`config.mk`:
```
export PLATFORM = sky130hd
export DESIGN_NAME = voxel_mem_arbiter
export DESIGN_NICKNAME = d
export VERILOG_FILES = /design/src/rtl/voxel_mem_arbiter.sv
export SDC_FILE = /design/constraint.sdc
export NUM_CORES = 1
export LEC_CHECK = 0
export ABC_CLOCK_PERIOD_IN_PS = 2500
export BUFFER_PORTS_ARGS = -buffer_cell sky130_fd_sc_hd__buf_2
export CAP_MARGIN = 10
export CORE_MARGIN = 10
export CORE_UTILIZATION = 43
export DETAILED_ROUTE_END_ITERATION = 7
export MAX_ROUTING_LAYER = met4
export PLACE_DENSITY_LB_ADDON = 0.25
export SKIP_LAST_GASP = 1
export SYNTH_ARGS = -nofsm -noshare
export SYNTH_HDL_FRONTEND = slang
export SYNTH_SLANG_ARGS = --single-unit
```
`constraint.sdc`:
```
create_clock -name clk -period 2.5 [get_ports clk]
set_input_delay 0.5 -clock clk [delete_from_list [all_inputs] [get_ports clk]]
set_output_delay 0.5 -clock clk [all_outputs]
set_load 0.05 [all_outputs]
```
`src/rtl/voxel_mem_arbiter.sv`:
```
// rtl/voxel_mem_arbiter.sv - voxel SRAM arbiter: round-robin reads, priority loader write, full-grid clear
module voxel_mem_arbiter #(
    parameter int NUM_REQ    = 4,
    parameter int RD_LATENCY = 1
) (
    input  logic                 clk,
    input  logic                 rst_n,
    input  logic [NUM_REQ-1:0]   req_valid,
    input  logic [5*NUM_REQ-1:0] req_ix,
    input  logic [5*NUM_REQ-1:0] req_iy,
    input  logic [5*NUM_REQ-1:0] req_iz,
    output logic [NUM_REQ-1:0]   req_ready,
    output logic [NUM_REQ-1:0]   rsp_valid,
    output logic                 rsp_occ,
    input  logic                 wr_valid,
    input  logic [4:0]           wr_ix,
    input  logic [4:0]           wr_iy,
    input  logic [4:0]           wr_iz,
    input  logic                 wr_data,
    output logic                 wr_ready,
    input  logic                 clr_start,
    output logic                 clr_busy,
    output logic                 mem_en,
    output logic                 mem_we,
    output logic [14:0]          mem_addr,
    output logic                 mem_wdata,
    input  logic                 mem_rdata
);

    localparam int ID_W = (NUM_REQ > 2) ? $clog2(NUM_REQ) : 1;

    typedef enum logic {
        IDLE  = 1'b0,
        CLEAR = 1'b1
    } state_e;

    state_e                         state_q;
    logic [14:0]                    clr_cnt_q;
    logic [ID_W-1:0]                rr_ptr_q;
    logic [RD_LATENCY-1:0]          pipe_v_q;
    logic [RD_LATENCY-1:0][ID_W-1:0] pipe_id_q;

    logic                           gnt_valid;
    logic [ID_W-1:0]                gnt_id;
    logic [ID_W-1:0]                rr_next;
    logic [ID_W-1:0]                idx;
    logic [14:0]                    req_addr [NUM_REQ];

    for (genvar g = 0; g < NUM_REQ; g++) begin : g_addr
        assign req_addr[g] = {req_iz[5*g+4:5*g], req_iy[5*g+4:5*g], req_ix[5*g+4:5*g]};
    end

    // Grants are gated by rst_n so every output is quiet while reset is held.
    always_comb begin
        req_ready = '0;
        wr_ready  = 1'b0;
        mem_en    = 1'b0;
        mem_we    = 1'b0;
        mem_addr  = '0;
        mem_wdata = 1'b0;
        gnt_valid = 1'b0;
        gnt_id    = '0;
        idx       = '0;
        if (rst_n) begin
            if (state_q == CLEAR) begin
                mem_en   = 1'b1;
                mem_we   = 1'b1;
                mem_addr = clr_cnt_q;
            end else if (wr_valid) begin
                wr_ready  = 1'b1;
                mem_en    = 1'b1;
                mem_we    = 1'b1;
                mem_addr  = {wr_iz, wr_iy, wr_ix};
                mem_wdata = wr_data;
            end else begin
                for (int k = 0; k < NUM_REQ; k++) begin
                    idx = ID_W'((int'(rr_ptr_q) + k) % NUM_REQ);
                    if (!gnt_valid && req_valid[idx]) begin
                        gnt_valid = 1'b1;
                        gnt_id    = idx;
                    end
                end
                if (gnt_valid) begin
                    req_ready[gnt_id] = 1'b1;
                    mem_en            = 1'b1;
                    mem_addr          = req_addr[gnt_id];
                end
            end
        end
    end

    assign rr_next  = (gnt_id == ID_W'(NUM_REQ - 1)) ? '0 : gnt_id + 1'b1;
    assign clr_busy = (state_q == CLEAR);

    always_ff @(posedge clk or negedge rst_n) begin
        if (!rst_n) begin
            state_q   <= IDLE;
            clr_cnt_q <= '0;
            rr_ptr_q  <= '0;
            pipe_v_q  <= '0;
            pipe_id_q <= '0;
        end else begin
            if (state_q == IDLE) begin
                if (clr_start) begin
                    state_q   <= CLEAR;
                    clr_cnt_q <= '0;
                end
            end else begin
                // Leave on the last address so the counter never wraps into a second pass.
                if (clr_cnt_q == 15'h7FFF) begin
                    state_q   <= IDLE;
                    clr_cnt_q <= '0;
                end else begin
                    clr_cnt_q <= clr_cnt_q + 15'd1;
                end
            end
            if (gnt_valid) begin
                rr_ptr_q <= rr_next;
            end
            pipe_v_q[0]  <= gnt_valid;
            pipe_id_q[0] <= gnt_id;
            for (int i = 1; i < RD_LATENCY; i++) begin
                pipe_v_q[i]  <= pipe_v_q[i-1];
                pipe_id_q[i] <= pipe_id_q[i-1];
            end
        end
    end

    always_comb begin
        rsp_valid = '0;
        rsp_occ   = 1'b0;
        if (pipe_v_q[RD_LATENCY-1]) begin
            rsp_valid[pipe_id_q[RD_LATENCY-1]] = 1'b1;
            rsp_occ                            = mem_rdata;
        end
    end

endmodule

```
Word-level counts from Yosys, hierarchy flattened:

Cells that the tools add are included.

* muxes and demuxes: 73
* order comparisons: 9
* equal/unequal tests: 2
* $add $sub $neg: 5
* bitwise logic cells: 1
* reduce and logical (&&, ||, !) cells: 9

Operator list (number)
* 15-bit two-way mux: 9
* 1-bit two-way mux: 41
* 15-bit binary-select mux with 2-bit select: 1
* 2-bit two-way mux: 11
* 4-bit two-way mux: 5
* 2-bit by 3-bit less-than comparator with 1-bit output (second input constant): 6
* 15-bit by 1-bit adder with 15-bit output (second input constant): 1
* 15-bit == test (second input constant): 1
* 1-bit binary-select mux with 2-bit select: 4
* 1-bit logical AND: 5
* 2-bit by 1-bit adder with 2-bit output (second input constant): 2
* 2-bit adder (second input constant): 2
* 1-bit demux with 2-bit select: 2
* 2-bit by 1-bit >= comparator with 1-bit output (second input constant): 2
* 3-bit >= comparator (second input constant): 1
* 1-bit zero test: 3
* 2-bit NOT with 3-bit output: 1
* 2-bit == test (second input constant): 1
* 2-bit nonzero test: 1

* word-level logic and storage cells: 104
* output and inout port bits: 29
* input bits: 85
* flip-flop bits (word level): 21

Depth between registers and ports, before layout:

Gate-level depths: netlist (run 1).

* depth in word-level cells: 32
* depth in mapped cells: 8
* gate-level depth less buffers: 6

Least setup slack after synthesis (run 1):

Ideal clock, no wire load.

* path type: register -> output
* from: register state_q, in the netlist clr_busy
* to: output mem_addr[10]
* cell stages (with the launch flop): 7
* slack: -400 ps
* required time: 2000 ps
* arrival: 2400 ps
* path buffers: 2
* path through: dfrtp_1 > inv_1 > and3_1 > clkbuf_1 > clkbuf_1 > a22oi_1 > o221ai_1

* word-level cells in the longest chain between the ends: 2

RTL lines
* start, declared: RTL line 37 `state_e state_q;`
* start signal, assigned: RTL line 97 `state_q <= IDLE;`
* start signal, assigned: RTL line 105 `state_q <= CLEAR;`
* start signal, assigned: RTL line 111 `state_q <= IDLE;`
* 15-bit two-way mux: RTL line 65 `if (state_q == CLEAR) begin`
* 15-bit two-way mux: RTL line 64 `if (rst_n) begin`
* end, declared: RTL line 25 `output logic [14:0] mem_addr,`

Every way passes these cells.

Final worst setup path (run 1):

* from: register rr_ptr_q[1]
* to: output mem_addr[9]

* word-level cells in the longest chain between the ends: 32
* elaborated cells between the ends (all ways): 48
* classes of those cells: add/sub: 3; mux: 38; bitwise: 1; reduce/logical: 6

RTL lines
* start, declared: RTL line 39 `logic [ID_W-1:0] rr_ptr_q;`
* start signal, assigned: RTL line 118 `rr_ptr_q <= rr_next;`
* 1-bit binary-select mux with 2-bit select: RTL line 78 `if (!gnt_valid && req_valid[idx]) begin`
* 1-bit two-way mux (implied by the code): RTL line 78
* 1-bit two-way mux: RTL line 78
* 1-bit two-way mux: RTL line 69 `end else if (wr_valid) begin`
* 1-bit two-way mux: RTL line 65
* 1-bit two-way mux: RTL line 64
* 1-bit zero test: RTL line 78
* 1-bit logical AND: RTL line 78
* [15 not listed]
* 2-bit two-way mux: RTL line 64
* 2-bit NOT with 3-bit output (implied by the code): RTL line 86 `mem_addr = req_addr[gnt_id];`
* 15-bit binary-select mux with 2-bit select: RTL line 86
* 15-bit two-way mux (implied by the code) (2 in series): RTL line 86
* 15-bit two-way mux *: RTL line 83 `if (gnt_valid) begin`
* 15-bit two-way mux *: RTL line 69
* 15-bit two-way mux *: RTL line 65
* 15-bit two-way mux *: RTL line 64

Every way passes the cells marked *; elsewhere a longest branch is shown, timed or not. The select of a mux whose other input is x is not followed.

==> flow_metrics.py, run 1 <==
metrics = {
    "logic_synthesis": {
        "netlist_instances": 208,
        "synthTopCellsByCount": "mux2i_1 (31), dfrtp_1 (21), a22oi_1 (15), o221ai_1 (15), nand2_1 (14)",
        "ys_dominant_reg_cell": "dfrtp_1",
        "ys_ff_latch": 21,
        "ys_warn_count": 0,
        "yosysTopAreaCell": "dfrtp_1",
        "yosysTopAreaCellShare": 0.2851,
        "syn_area_per_cell_um2": 8.861,
        "synth_nets": 294,
        "synth_cell_types": 41,
        "synthArstFlopShare": 1.000,
        "synth_edf_count": 0,
        "seq_area_frac_synth": 0.2851,
        "yosysMostFrequentCell": "mux2i_1",
        "synthesis.area_um2": 1843,
        "synthTopCellsByArea": "dfrtp_1 (29%), mux2i_1 (17%), o221ai_1 (7.1%)",
    },
    "timing": {
        "fmax_ghz": 0.3596,
        "hold_slack_ns": 0.07143,
        "setup_viol": 18,
        "tightestPinTransition_ns": 0.8787,
        "maxSlewViolCount": 0,
        "rsz0062_at_grt": "yes",
        "hold_viol_final": 0,
        "finalWorstSetupSlack_ns": -0.2810,
        "max_slew_margin": 0.4088,
        "period_share": 1.112,
        "min_period_ns": 2.781,
        "skew_ns": 0.007161,
    },
    "min_path": {
        "min_path_type": "input pin to asynchronous set/reset pin",
    },
    "run_status": {
        "status": "finished with violations",
        "violations": "setup timing",
    },
    "drt": {
        "firstDrtPassIters": 7,
        "drc": 0,
        "totalWireLength_um": 9890,
        "vias": 2603,
        "via_per_inst": 6.692,
        "drt-initial-drc-count": 227,
        "wl_per_cell_um": 25.42,
        "postRouteAntennaNets": 0,
    },
    "critical_path": {
        "max_stage_delay_ns": 0.47,
        "worstPathMaxFanout": 6,
        "crit_family": "buffers and inverters",
        "arrival_ns": 2.28,
        "cp-end-kind": "primary output",
        "cpMostUsedCell": "buf_6",
        "crit_type": "flip-flop to primary output",
        "cp.buffers_inverters": 3,
        "required_ns": 2.00,
        "start_kind": "flip-flop",
        "crit_slowest_cell": "dfrtp_1",
        "worstPathCellList": "mux2i_1, nor2_1, a311oi_4, buf_6, buf_12, mux2i_4, o221ai_4, buf_6",
    },
    "floorplan": {
        "die_area_um2": 7305,
        "start_util": 0.4510,
        "rows": 23,
        "io-pin-count": 114,
        "floorplan.die.height_um": 85.47,
        "die_w_um": 85.47,
        "core_area_um2": 4086,
    },
    "flow_run": {
        "cap_viol_max_count": 0,
    },
    "pwr": {
        "power_leakage_nw": 1.514,
        "vdd_drop_max_mv": 0.4258,
        "power.density_nw_per_um2": 560.3,
    },
    "cells_and_area": {
        "layout-drive-gt1-share": 0.6202,
        "nNetsFinal": 424,
        "area_growth_syn_to_layout_pct": 90.63,
        "instances_no_fill": 389,
        "fillCellCount": 172,
    },
    "clock_network": {
        "clock-sinks": 21,
        "cts_buffers": 3,
        "clk_pin_slew_worst_paths_ns": 0.08,
        "clock_latency_ns": 0.26,
        "cts_hold_buf": 0,
        "max-clock-path-buffers": 2,
        "cts-root-buf": "clkbuf_8",
        "cts_tree": "done",
        "htreeDepth": 1,
    },
    "grt": {
        "gr-total-overflow": 0,
        "grt_max_degree": 19,
        "grt_pass1_vias": 2292,
        "antenna_found_initial": 2,
        "grtUsageTotal": 0.2073,
        "grt_pass1_wl_um": 12080,
    },
    "placed_design": {
        "hpwl_um": 5808,
        "place.gp.congestion": 0.9174,
        "portBuffers": 113,
        "dp.cells": 376,
    },
}
sequential cells by signal, indices dropped and copies added (netlist names):
name and flops:
rr_ptr_q 2, clr_cnt_q 15, clr_busy 1, pipe_id_q 2, pipe_v_q 1
worst register-to-register path, cell delays in order (launching register included):
cell     delay, ns
dfrtp_1       0.44
ha_1          0.27
nand3_1       0.16
nor4_4        0.40
a41oi_2       0.47
a41oi_1       0.39
a31oi_1       0.10
per-layer routing:
metal	vias to the layer above	share of wire	GRT usage	wire length (um)
met3	53	0.10	0.03728	1033
met4	0	0.046	0.05240	454
met1	1252	0.33	0.2195	3295
met5	-	0	-	0
li1	1082	-	-	-
met2	216	0.52	0.3842	5106
cell type report:
type / count / area [um^2] / share of cell area
multi-input cells: 163 / 1812 / 0.5157
inverters: 9 / 33.78 / 0.009615
well taps: 50 / 62.56 / 0.01781
clock inverters: 1 / 5.005 / 0.001425
repair buffers: 140 / 1026 / 0.2920
diodes: 2 / 5.005 / 0.001425
flip-flops and latches: 21 / 528.0 / 0.1503
clock buffers: 3 / 41.29 / 0.01175
logic make-up after synthesis:
kind of cell | synth area share
AO/OA/AOI/OAI | 0.3069
AND/OR/NAND/NOR | 0.1534
multiplexers | 0.1806
buffers and inverters | 0.06721
flip-flops | 0.2851
adder cells (fa/ha/maj) | 0.006788
cells in the final DEF, fill, tap and decap left out, types with 8 or more instances in the layout:
master | synthesis | routed
mux2i_4 | 0 | 28
a21oi_1 | 9 | 9
nand3_1 | 9 | 8
a31oi_1 | 9 | 9
dfrtp_1 | 21 | 19
a22oi_1 | 15 | 15
buf_6 | 4 | 16
buf_2 | 3 | 94
nand2_1 | 14 | 13
o221ai_4 | 0 | 10
inv_1 | 8 | 8
buf_4 | 0 | 18
o21ai_0 | 8 | 8
report_power, final:
| group | switching [mW] | internal, mW | total [mW] | leakage [nW] |
|---|---|---|---|---|
| combinational | 0.627 | 0.542 | 1.17 | 1.24 |
| sequential | 0.147 | 0.429 | 0.576 | 0.252 |
| clock | 0.112 | 0.111 | 0.223 | 0.0255 |
worst paths after layout:
kind,start,end,slack (ns),depth (start not counted)
setup / recovery,rr_ptr_q[1],mem_addr[9],-0.28,8
hold / removal,rst_n,clr_cnt_q[7],0.07,1
setup reg to reg,clr_cnt_q[0],clr_cnt_q[7],0.13,6
hold reg to reg,clr_cnt_q[12],clr_cnt_q[12],0.55,1
max in group asynchronous,rst_n,clr_cnt_q[13],2.03,2
min in group clk,clr_cnt_q[12],clr_cnt_q[12],0.55,1
stage by stage:
stage | setup TNS (ns) | setup WS [ns] | util | power (mW) | area (um^2)
2_1_floorplan | -0.08439 | -0.01688 | - | 1.170 | 2078
3_3_place_gp | -0.8209 | -0.09713 | 0.6874 | 1.368 | 2809
3_5_place_dp | -1.761 | -0.1923 | 0.6874 | 1.391 | 2809
4_1_cts | -2.550 | -0.1882 | 0.7722 | 1.764 | 3156
5_1_grt | -4.326 | -0.3136 | 0.8598 | 2.061 | 3513
6_report | -3.576 | -0.2810 | 0.8598 | 1.969 | 3513
what timing repair did:
action | CTS | global route
setup buffers | 1 | 2
endpoints found under the setup margin | 17 | 19
resized for setup | 61 | 49
pin swaps | 1 | 12
gates cloned | 1 | 3
(Power assumes the default switching activity.)
==> run 2: changes to the inputs <==
CORE_UTILIZATION = 35   (was 43)
==> run 2 against run 1 <==
  * The flow still finishes with violations (setup timing)
  * Register-to-register slack better by 0.22 ns
  * Final area is 0.71% lower
  * Non-clock buffer count is 1 lower
  * Via count is 14% lower
==> flow_metrics.py, run 2 (same netlist as run 1, synthesis figures left out) <==
metrics = {
    "run_status": {
        "status": "finished with violations",
        "violations": "setup timing",
    },
    "clock_network": {
        "htreeDepth": 1,
        "cts_buffers": 3,
        "clock-sinks": 21,
        "max-clock-path-buffers": 2,
        "cts_tree": "done",
        "cts-root-buf": "clkbuf_8",
        "clock_latency_ns": 0.26,
        "clk_pin_slew_worst_paths_ns": 0.08,
    },
    "critical_path": {
        "worstPathCellList": "mux2i_1, nor2_1, a311oi_4, buf_6, buf_12, mux2i_4, o221ai_4, buf_4",
        "crit_slowest_cell": "dfrtp_1",
        "max_stage_delay_ns": 0.41,
        "cp-end-kind": "primary output",
        "required_ns": 2.00,
        "crit_type": "flip-flop to primary output",
        "worstPathMaxFanout": 6,
        "arrival_ns": 2.18,
        "start_kind": "flip-flop",
    },
    "timing": {
        "fin_tns_setup_ns": -2.220,
        "maxSlewViolCount": 0,
        "setup_viol": 16,
        "max_slew_margin": 0.4634,
        "tightestPinTransition_ns": 0.8050,
        "min_period_ns": 2.676,
        "finalWorstSetupSlack_ns": -0.1761,
        "skew_ns": 0.002010,
        "period_share": 1.070,
        "hold_slack_ns": 0.03139,
        "hold_viol_final": 0,
        "rsz0062_at_grt": "yes",
        "fmax_ghz": 0.3737,
    },
    "floorplan": {
        "io-pin-count": 114,
        "rows": 26,
        "die_w_um": 92.57,
        "core_area_um2": 5107,
        "start_util": 0.3609,
        "floorplan.die.height_um": 92.57,
        "die_area_um2": 8568,
    },
    "pwr": {
        "p_comb_frac": 0.586,
        "clockPowerShare": 0.120,
        "power_leakage_nw": 1.504,
        "internal-power_mw": 1.079,
        "sw_frac_of_total": 0.4361,
        "power.density_nw_per_um2": 548.4,
        "p_sw_mw": 0.8342,
        "seqPwrFrac": 0.294,
        "vdd_drop_max_mv": 0.3052,
    },
    "drt": {
        "firstDrtPassIters": 4,
        "via_per_inst": 5.544,
        "vias": 2251,
        "wl_per_cell_um": 20.08,
        "totalWireLength_um": 8153,
        "drc": 0,
        "drt-initial-drc-count": 81,
        "postRouteAntennaNets": 0,
    },
    "cells_and_area": {
        "layout-drive-gt1-share": 0.6042,
        "area_growth_syn_to_layout_pct": 89.27,
        "largest_reg_flops": 15,
        "final_cell_mix": "buf_2 (94), mux2i_4 (26), dfrtp_1 (19), buf_6 (17), buf_4 (16)",
        "final_area_um2": 3488,
        "utilization": 0.6830,
        "nNetsFinal": 423,
        "largestRegisters": "clr_cnt_q: 15 flops, pipe_id_q: 2 flops, rr_ptr_q: 2 flops",
        "antenna_cells": 0,
        "final_common_cell": "buf_2",
        "regMostFlops": "clr_cnt_q",
    },
    "grt": {
        "grt_pass1_wl_um": 11670,
        "gr-total-overflow": 0,
        "grt_max_degree": 22,
        "antenna_found_initial": 0,
        "grt_pass1_vias": 2332,
        "grtUsageTotal": 0.1708,
    },
    "placed_design": {
        "placed_cell_area_um2": 2841,
        "pre_cts_slack_ns": -0.1428,
        "place.gp.congestion": 0.8168,
        "hpwl_um": 5622,
        "portBuffers": 113,
    },
    "min_path": {
        "min_path_type": "input pin to asynchronous set/reset pin",
    },
    "flow_run": {
        "cap_viol_max_count": 0,
    },
}
run 2: stage by stage:
step           cells  power, mW
3_3_place_gp     395      1.375
6_report         406      1.913
4_1_cts          404      1.825
2_1_floorplan    208      1.170
3_5_place_dp     395      1.395
5_1_grt          406      2.025
run 2: final cells by class:
cell class | count | area (um^2)
inverters | 9 | 33.78
well taps | 70 | 87.58
multi-input cells | 163 | 1765
repair buffers | 139 | 1027
clock buffers | 3 | 41.29
clock inverters | 1 | 5.005
fillers | 384 | 1619
flip-flops and latches | 21 | 528.0
run 2: layer usage:
layer / part of all wire / vias up / wire length (um) / global-route usage
met2: 0.59 / 59 / 4825 / 0.3235
met4: 0.0091 / 0 / 74 / 0.03342
met5: 0 / - / 0 / -
met1: 0.35 / 1105 / 2845 / 0.1784
met3: 0.050 / 8 / 407 / 0.03471
li1: - / 1079 / - / -
run 2: critical path, delay by kind of cell, from the launching register on:
kind | cells | cell delay (ns)
AOI/OAI and AO/OA | 2 | 0.37
DFF | 1 | 0.41
muxes | 2 | 0.47
buffers and inverters | 3 | 0.58
and+or+nand+nor | 1 | 0.08
run 2: worst paths after layout:
kind	startpoint	end	cells after the start	slack [ns]
max	rr_ptr_q[1]	mem_addr[11]	8	-0.18
min	rst_n	clr_cnt_q[14]	1	0.03
max reg2reg	clr_cnt_q[0]	clr_cnt_q[4]	6	0.35
min reg2reg	clr_cnt_q[12]	clr_cnt_q[12]	1	0.51
max in group asynchronous	rst_n	rr_ptr_q[0]	2	1.97
min in group clk	clr_cnt_q[12]	clr_cnt_q[12]	1	0.51
run 2: timing repair:
item	4_1_cts	5_1_grt
endpoints found under the setup margin	17	19
gates resized for setup	68	40
hold endpoints to repair	0	0
cloned	3	1
pin swaps	6	7
buffers inserted	2	1
hold buffers	0	0
run 2: power by group through the flow:
stage / clock [mW] / combinational (mW) / sequential (mW)
6_report: 0.230 / 1.12 / 0.563
5_1_grt: 0.249 / 1.19 / 0.582
4_1_cts: 0.235 / 1.03 / 0.560
2_1_floorplan: 0 / 0.649 / 0.521
3_5_place_dp: 0 / 0.828 / 0.567
3_3_place_gp: 0 / 0.812 / 0.563
